===== src/rtl/ls_tile_burst.sv =====
// Burst load/store tile: one command drives 1..2^LEN_W memory beats between a PE port and memory.
// Loads land in a credit-protected response FIFO; stores pass straight through to memory.
module ls_tile_burst #(
  parameter int unsigned DATA_W     = 32,
  parameter int unsigned ADDR_W     = 6,
  parameter int unsigned LEN_W      = 4,
  parameter int unsigned FIFO_DEPTH = 4,
  localparam int unsigned CTRL_W    = LEN_W + 2 * ADDR_W + 1
) (
  input  logic              clk,
  input  logic              reset,
  input  logic              cmd_valid,
  output logic              cmd_ready,
  input  logic [CTRL_W-1:0] cmd_ctrl,
  output logic              mem_req_valid,
  input  logic              mem_req_ready,
  output logic              mem_req_we,
  output logic [ADDR_W-1:0] mem_req_addr,
  output logic [DATA_W-1:0] mem_req_wdata,
  input  logic              mem_rsp_valid,
  input  logic [DATA_W-1:0] mem_rsp_rdata,
  output logic              pe_out_valid,
  input  logic              pe_out_ready,
  output logic [DATA_W-1:0] pe_out_data,
  input  logic              pe_in_valid,
  output logic              pe_in_ready,
  input  logic [DATA_W-1:0] pe_in_data,
  output logic              busy,
  output logic              done,
  output logic              err
);

  localparam int unsigned PtrW = $clog2(FIFO_DEPTH);
  localparam int unsigned CntW = PtrW + 1;
  localparam logic [CntW:0] DepthC = (CntW + 1)'(FIFO_DEPTH);

  typedef enum logic [1:0] {StIdle, StLoad, StLdWait, StStore} state_e;

  state_e              r_state, w_state_next;
  logic [ADDR_W-1:0]   r_base;
  logic [LEN_W-1:0]    r_len, r_beat;
  logic [CntW-1:0]     r_outst, r_count;
  logic [PtrW-1:0]     r_wptr, r_rptr;
  logic [DATA_W-1:0]   r_fifo [FIFO_DEPTH];
  logic                r_err, r_done;

  logic w_cmd_hs, w_req_hs, w_ld_req_hs, w_last, w_credit;
  logic w_rsp_ok, w_push, w_pop, w_ld_done;

  assign w_cmd_hs    = cmd_valid & cmd_ready;
  assign w_req_hs    = mem_req_valid & mem_req_ready;
  assign w_ld_req_hs = w_req_hs & (r_state == StLoad);
  assign w_last      = (r_beat == r_len);
  // Credit: every in-flight read already owns a FIFO slot, so the FIFO can never overflow.
  assign w_credit    = ({1'b0, r_outst} + {1'b0, r_count}) < DepthC;
  assign w_rsp_ok    = mem_rsp_valid & (r_outst != '0);
  assign w_push      = w_rsp_ok;
  assign w_pop       = pe_out_valid & pe_out_ready;

  assign busy         = (r_state != StIdle);
  assign done         = r_done | w_ld_done;
  assign err          = r_err;
  assign pe_out_valid = (r_count != '0);
  assign pe_out_data  = pe_out_valid ? r_fifo[r_rptr] : '0;

  always_comb begin
    w_state_next  = r_state;
    cmd_ready     = 1'b0;
    mem_req_valid = 1'b0;
    mem_req_we    = 1'b0;
    mem_req_wdata = '0;
    pe_in_ready   = 1'b0;
    w_ld_done     = 1'b0;
    mem_req_addr  = r_base + ADDR_W'(r_beat);
    unique case (r_state)
      StIdle: begin
        cmd_ready = ~reset;
        if (cmd_valid && !reset) w_state_next = cmd_ctrl[0] ? StStore : StLoad;
      end
      StLoad: begin
        mem_req_valid = w_credit;
        if (w_credit && mem_req_ready && w_last) w_state_next = StLdWait;
      end
      StLdWait: begin
        if (r_outst == '0) begin
          w_ld_done    = 1'b1;
          w_state_next = StIdle;
        end
      end
      StStore: begin
        mem_req_valid = pe_in_valid;
        pe_in_ready   = mem_req_ready;
        mem_req_we    = 1'b1;
        mem_req_wdata = pe_in_data;
        if (pe_in_valid && mem_req_ready && w_last) w_state_next = StIdle;
      end
      default: w_state_next = StIdle;
    endcase
  end

  always_ff @(posedge clk or posedge reset) begin
    if (reset) begin
      r_state <= StIdle;
      r_base  <= '0;
      r_len   <= '0;
      r_beat  <= '0;
      r_outst <= '0;
      r_err   <= 1'b0;
      r_done  <= 1'b0;
    end else begin
      r_state <= w_state_next;
      r_done  <= (r_state == StStore) && w_req_hs && w_last;
      if (w_cmd_hs) begin
        r_base <= cmd_ctrl[1 +: ADDR_W] + cmd_ctrl[1 + ADDR_W +: ADDR_W];
        r_len  <= cmd_ctrl[CTRL_W-1 -: LEN_W];
        r_beat <= '0;
      end else if (w_req_hs) begin
        r_beat <= r_beat + 1'b1;
      end
      if (mem_rsp_valid && (r_outst == '0)) r_err <= 1'b1;
      case ({w_ld_req_hs, w_rsp_ok})
        2'b10:   r_outst <= r_outst + 1'b1;
        2'b01:   r_outst <= r_outst - 1'b1;
        default: r_outst <= r_outst;
      endcase
    end
  end

  always_ff @(posedge clk or posedge reset) begin
    if (reset) begin
      r_wptr  <= '0;
      r_rptr  <= '0;
      r_count <= '0;
    end else begin
      if (w_push) r_wptr <= r_wptr + 1'b1;
      if (w_pop)  r_rptr <= r_rptr + 1'b1;
      case ({w_push, w_pop})
        2'b10:   r_count <= r_count + 1'b1;
        2'b01:   r_count <= r_count - 1'b1;
        default: r_count <= r_count;
      endcase
    end
  end

  // Storage needs no reset; occupancy is tracked by r_count.
  always_ff @(posedge clk) begin
    if (w_push) r_fifo[r_wptr] <= mem_rsp_rdata;
  end

endmodule


===== config.mk =====
export PLATFORM = sky130hd
export DESIGN_NAME = ls_tile_burst
export DESIGN_NICKNAME = d
export VERILOG_FILES = /design/src/rtl/ls_tile_burst.sv
export SDC_FILE = /design/constraint.sdc
export NUM_CORES = 1
export LEC_CHECK = 0
export BUFFER_PORTS_ARGS = -buffer_cell sky130_fd_sc_hd__buf_2
export CAP_MARGIN = 10
export CORE_MARGIN = 2
export CORE_UTILIZATION = 40
export CTS_CLUSTER_SIZE = 10
export DETAILED_ROUTE_END_ITERATION = 16
export GPL_ROUTABILITY_DRIVEN = 0
export PLACE_DENSITY = 0.61
export REMOVE_ABC_BUFFERS = 1
export SLEW_MARGIN = 20
export SYNTH_ARGS = -nofsm -noshare
export SYNTH_HDL_FRONTEND = slang
export SYNTH_SLANG_ARGS = --single-unit

===== constraint.sdc =====
create_clock -name clk -period 5.2 [get_ports clk]
set_input_delay 0.26 -clock clk [delete_from_list [all_inputs] [get_ports clk]]
set_output_delay 0.26 -clock clk [all_outputs]
set_load 0.02 [all_outputs]

==> run metrics <==
number of core rows 48; Setup crit start kind flop; boundary pin count between 150 and 200; largest net degree at the start of global routing 42; cell taking the most area after synthesis edfxtp_1; CTS max path bufs 2; worst setup path category flop to flop; worst skew pair latency around 0.42 ns; post-synthesis mux area share 12.4%; Crit Path Max Fanout 41; detailed placement HPWL 9480 um; Critical Path AT 3.07 ns; final setup violation count 0; Final Slew Violations 0; Adder-Cell Fraction of Synth Area 4.35%; post-route antenna net violation count 0; Synthesis Warnings 0; core footprint ~17,000 um^2; Routed wire per std cell 17.3 um; Relative slew margins between 30 and 40%; Max-cap violations 0; H-tree Lvls 4; Synth top cells by count edfxtp_1 (128), and2_1 (39), and3_1 (37); Syn Inst Count 424; Die H roughly 140 um; root buffer cell clkbuf_16; Die X 136 um; Synth top area share 54.7%; Layout Nets 699; leading cell type by number of instances after synthesis edfxtp_1; mean post-synth cell area roughly 17 um^2; worst min-delay path class input pin to flop; ys flop type edfxtp_1; overall power 5.18 mW; Tot GR Track Use 16.4%; CTS Sinks 156; compound-gate portion of the synthesized area 2.73%; RSZ-0062 raised after global routing no; status finished clean; largest family of logic cells by synthesized area multiplexers; CTS tree built; # DRC 0; Synth-to-Final Area Change 22.1%; global-route wire length before repair 22,700 um; Pre-Repair DR Iteration Count 4; initial antenna violation count 2; Final Worst Setup Slack between 2 and 2.5 ns; vias in the first global route 4,442; initial core utilization 40.7%; Die ar. 18,600 um^2; clock slew seen by the registers of the worst setup and hold paths 0.06 ns; simple-gate area share of the yosys netlist 9.94%; # port buffers 165; CP endpoint kind flop; EDFF count, synth about 130; Post-Synth XOR/XNOR Area 2.62%; Synth area leaders edfxtp_1 (55%), dfrtp_1 (10%), mux4_2 (9.0%); Synth Cell Area ~7000 um^2; final period utilization 52.5%; vias 4,119; DP Worst Slack 2.47 ns; synthesized flop and latch total 156; CTS resizes 0; Vias per Instance between 4 and 5; Worst VDD drop about 0.00027 V; DR iter-0 viols 228; Slew @ Worst Pin 0.958 ns; Synth cell types 47; register area share after synthesis about two thirds; Final Hold Viols 0; Worst Skew around 0.0067 ns; post-synthesis async set-or-reset flop share around 18%; FMAX roughly 370 MHz; setup TNS 0 ns; drt total wl 14,300 um; Pwr Density 604 nW/um^2; Leakage 3.59 nW; critical path required time ~5.5 ns; min Tclk post-route approximately 2.7 ns; layout cells sized above 1 40.4%; cts bufs inserted 17; grt ovf 0
## metrics by stage
step	utilization (%)	cells	hold WS (ns)	instance area [um^2]
after detailed placement	46.4	794	0.382	8000
after global routing	49.7	827	0.0370	8570
final	49.8	828	0.0616	8580
after global placement	46.4	794	0.376	8000
after CTS	49.7	827	0.0371	8570
after floorplan	-	402	0.356	6870
## layout make-up
cell class / count / area [um^2]
antenna: 1 / 2.50
inverter: 20 / 75.1
sequential: 156 / 4550
tap: 225 / 282
timing repair buffer: 168 / 851
fill: 1480 / 8660
clock inverter: 15 / 139
clock buffer: 17 / 425
multi-input combinational: 226 / 2250
## placed cells by master, fill, tap and decap left out, types with 12 or more instances in the layout
master and count:
and2_1 35, and3_1 37, buf_2 165, clkbuf_16 17, dfrtp_1 26, edfxtp_1 128, ha_1 18, inv_1 20
mux4_2 28, nand2_1 12
## routing by layer
layer	up-vias	share of wire, %	global-route usage [%]
li1	1939	-	-
met1	2016	41	19.4
met2	143	50	28.0
met3	19	6.2	5.30
met4	2	2.3	6.25
met5	-	0.077	0
## cells by family after synthesis
group                    Yosys count
flip-flops                       156
AND/OR/NAND/NOR                  114
multiplexers                      43
buffers and inverters             42
AO/OA/AOI/OAI                     26
adder cells (fa/ha/maj)           22
XOR/XNOR                          21
## power by group
group | switching [mW] | internal (mW)
Clock | 0.502 | 0.666
Sequential | 0.256 | 1.68
Combinational | 1.18 | 0.896
Total | 1.94 | 3.24
## what timing repair did
item | in CTS | in global routing
endpoints found under the setup margin | 0 | 0
setup buffers | 0 | 0
hold buffers | 1 | 0
hold endpoints to repair | 28 | 0
## worst paths after layout
check                            startpoint            to  slack [ns]  cells after the start
max                              r_state[1]    r_outst[2]        2.47                      9
min                        mem_rsp_rdata[1]  r_fifo[2][1]        0.06                      1
max reg2reg                      r_state[1]    r_outst[2]        2.47                      9
min reg2reg                       r_base[2]     r_base[2]        0.50                      2
max in group asynchronous             reset     r_rptr[0]        4.40                      4
min in group asynchronous             reset           err        0.49                      4
## flip-flops by register name, indices dropped and copies added (netlist names)
signal   count
r_count      3
r_len        4
r_done       1
r_base       6
r_state      2
r_outst      3
err          1
r_fifo     128
r_beat       4
r_rptr       2
r_wptr       2
## critical path, stage by stage, from the launching register on
cell,delay [ns]
dfrtp_1,0.97
nor4_2,0.13
a22oi_1,0.36
or3_1,0.18
ha_1,0.17
inv_1,0.06
fa_1,0.37
xor2_1,0.15
nor2_1,0.11
xor2_1,0.16
(Power assumes the default switching activity.)
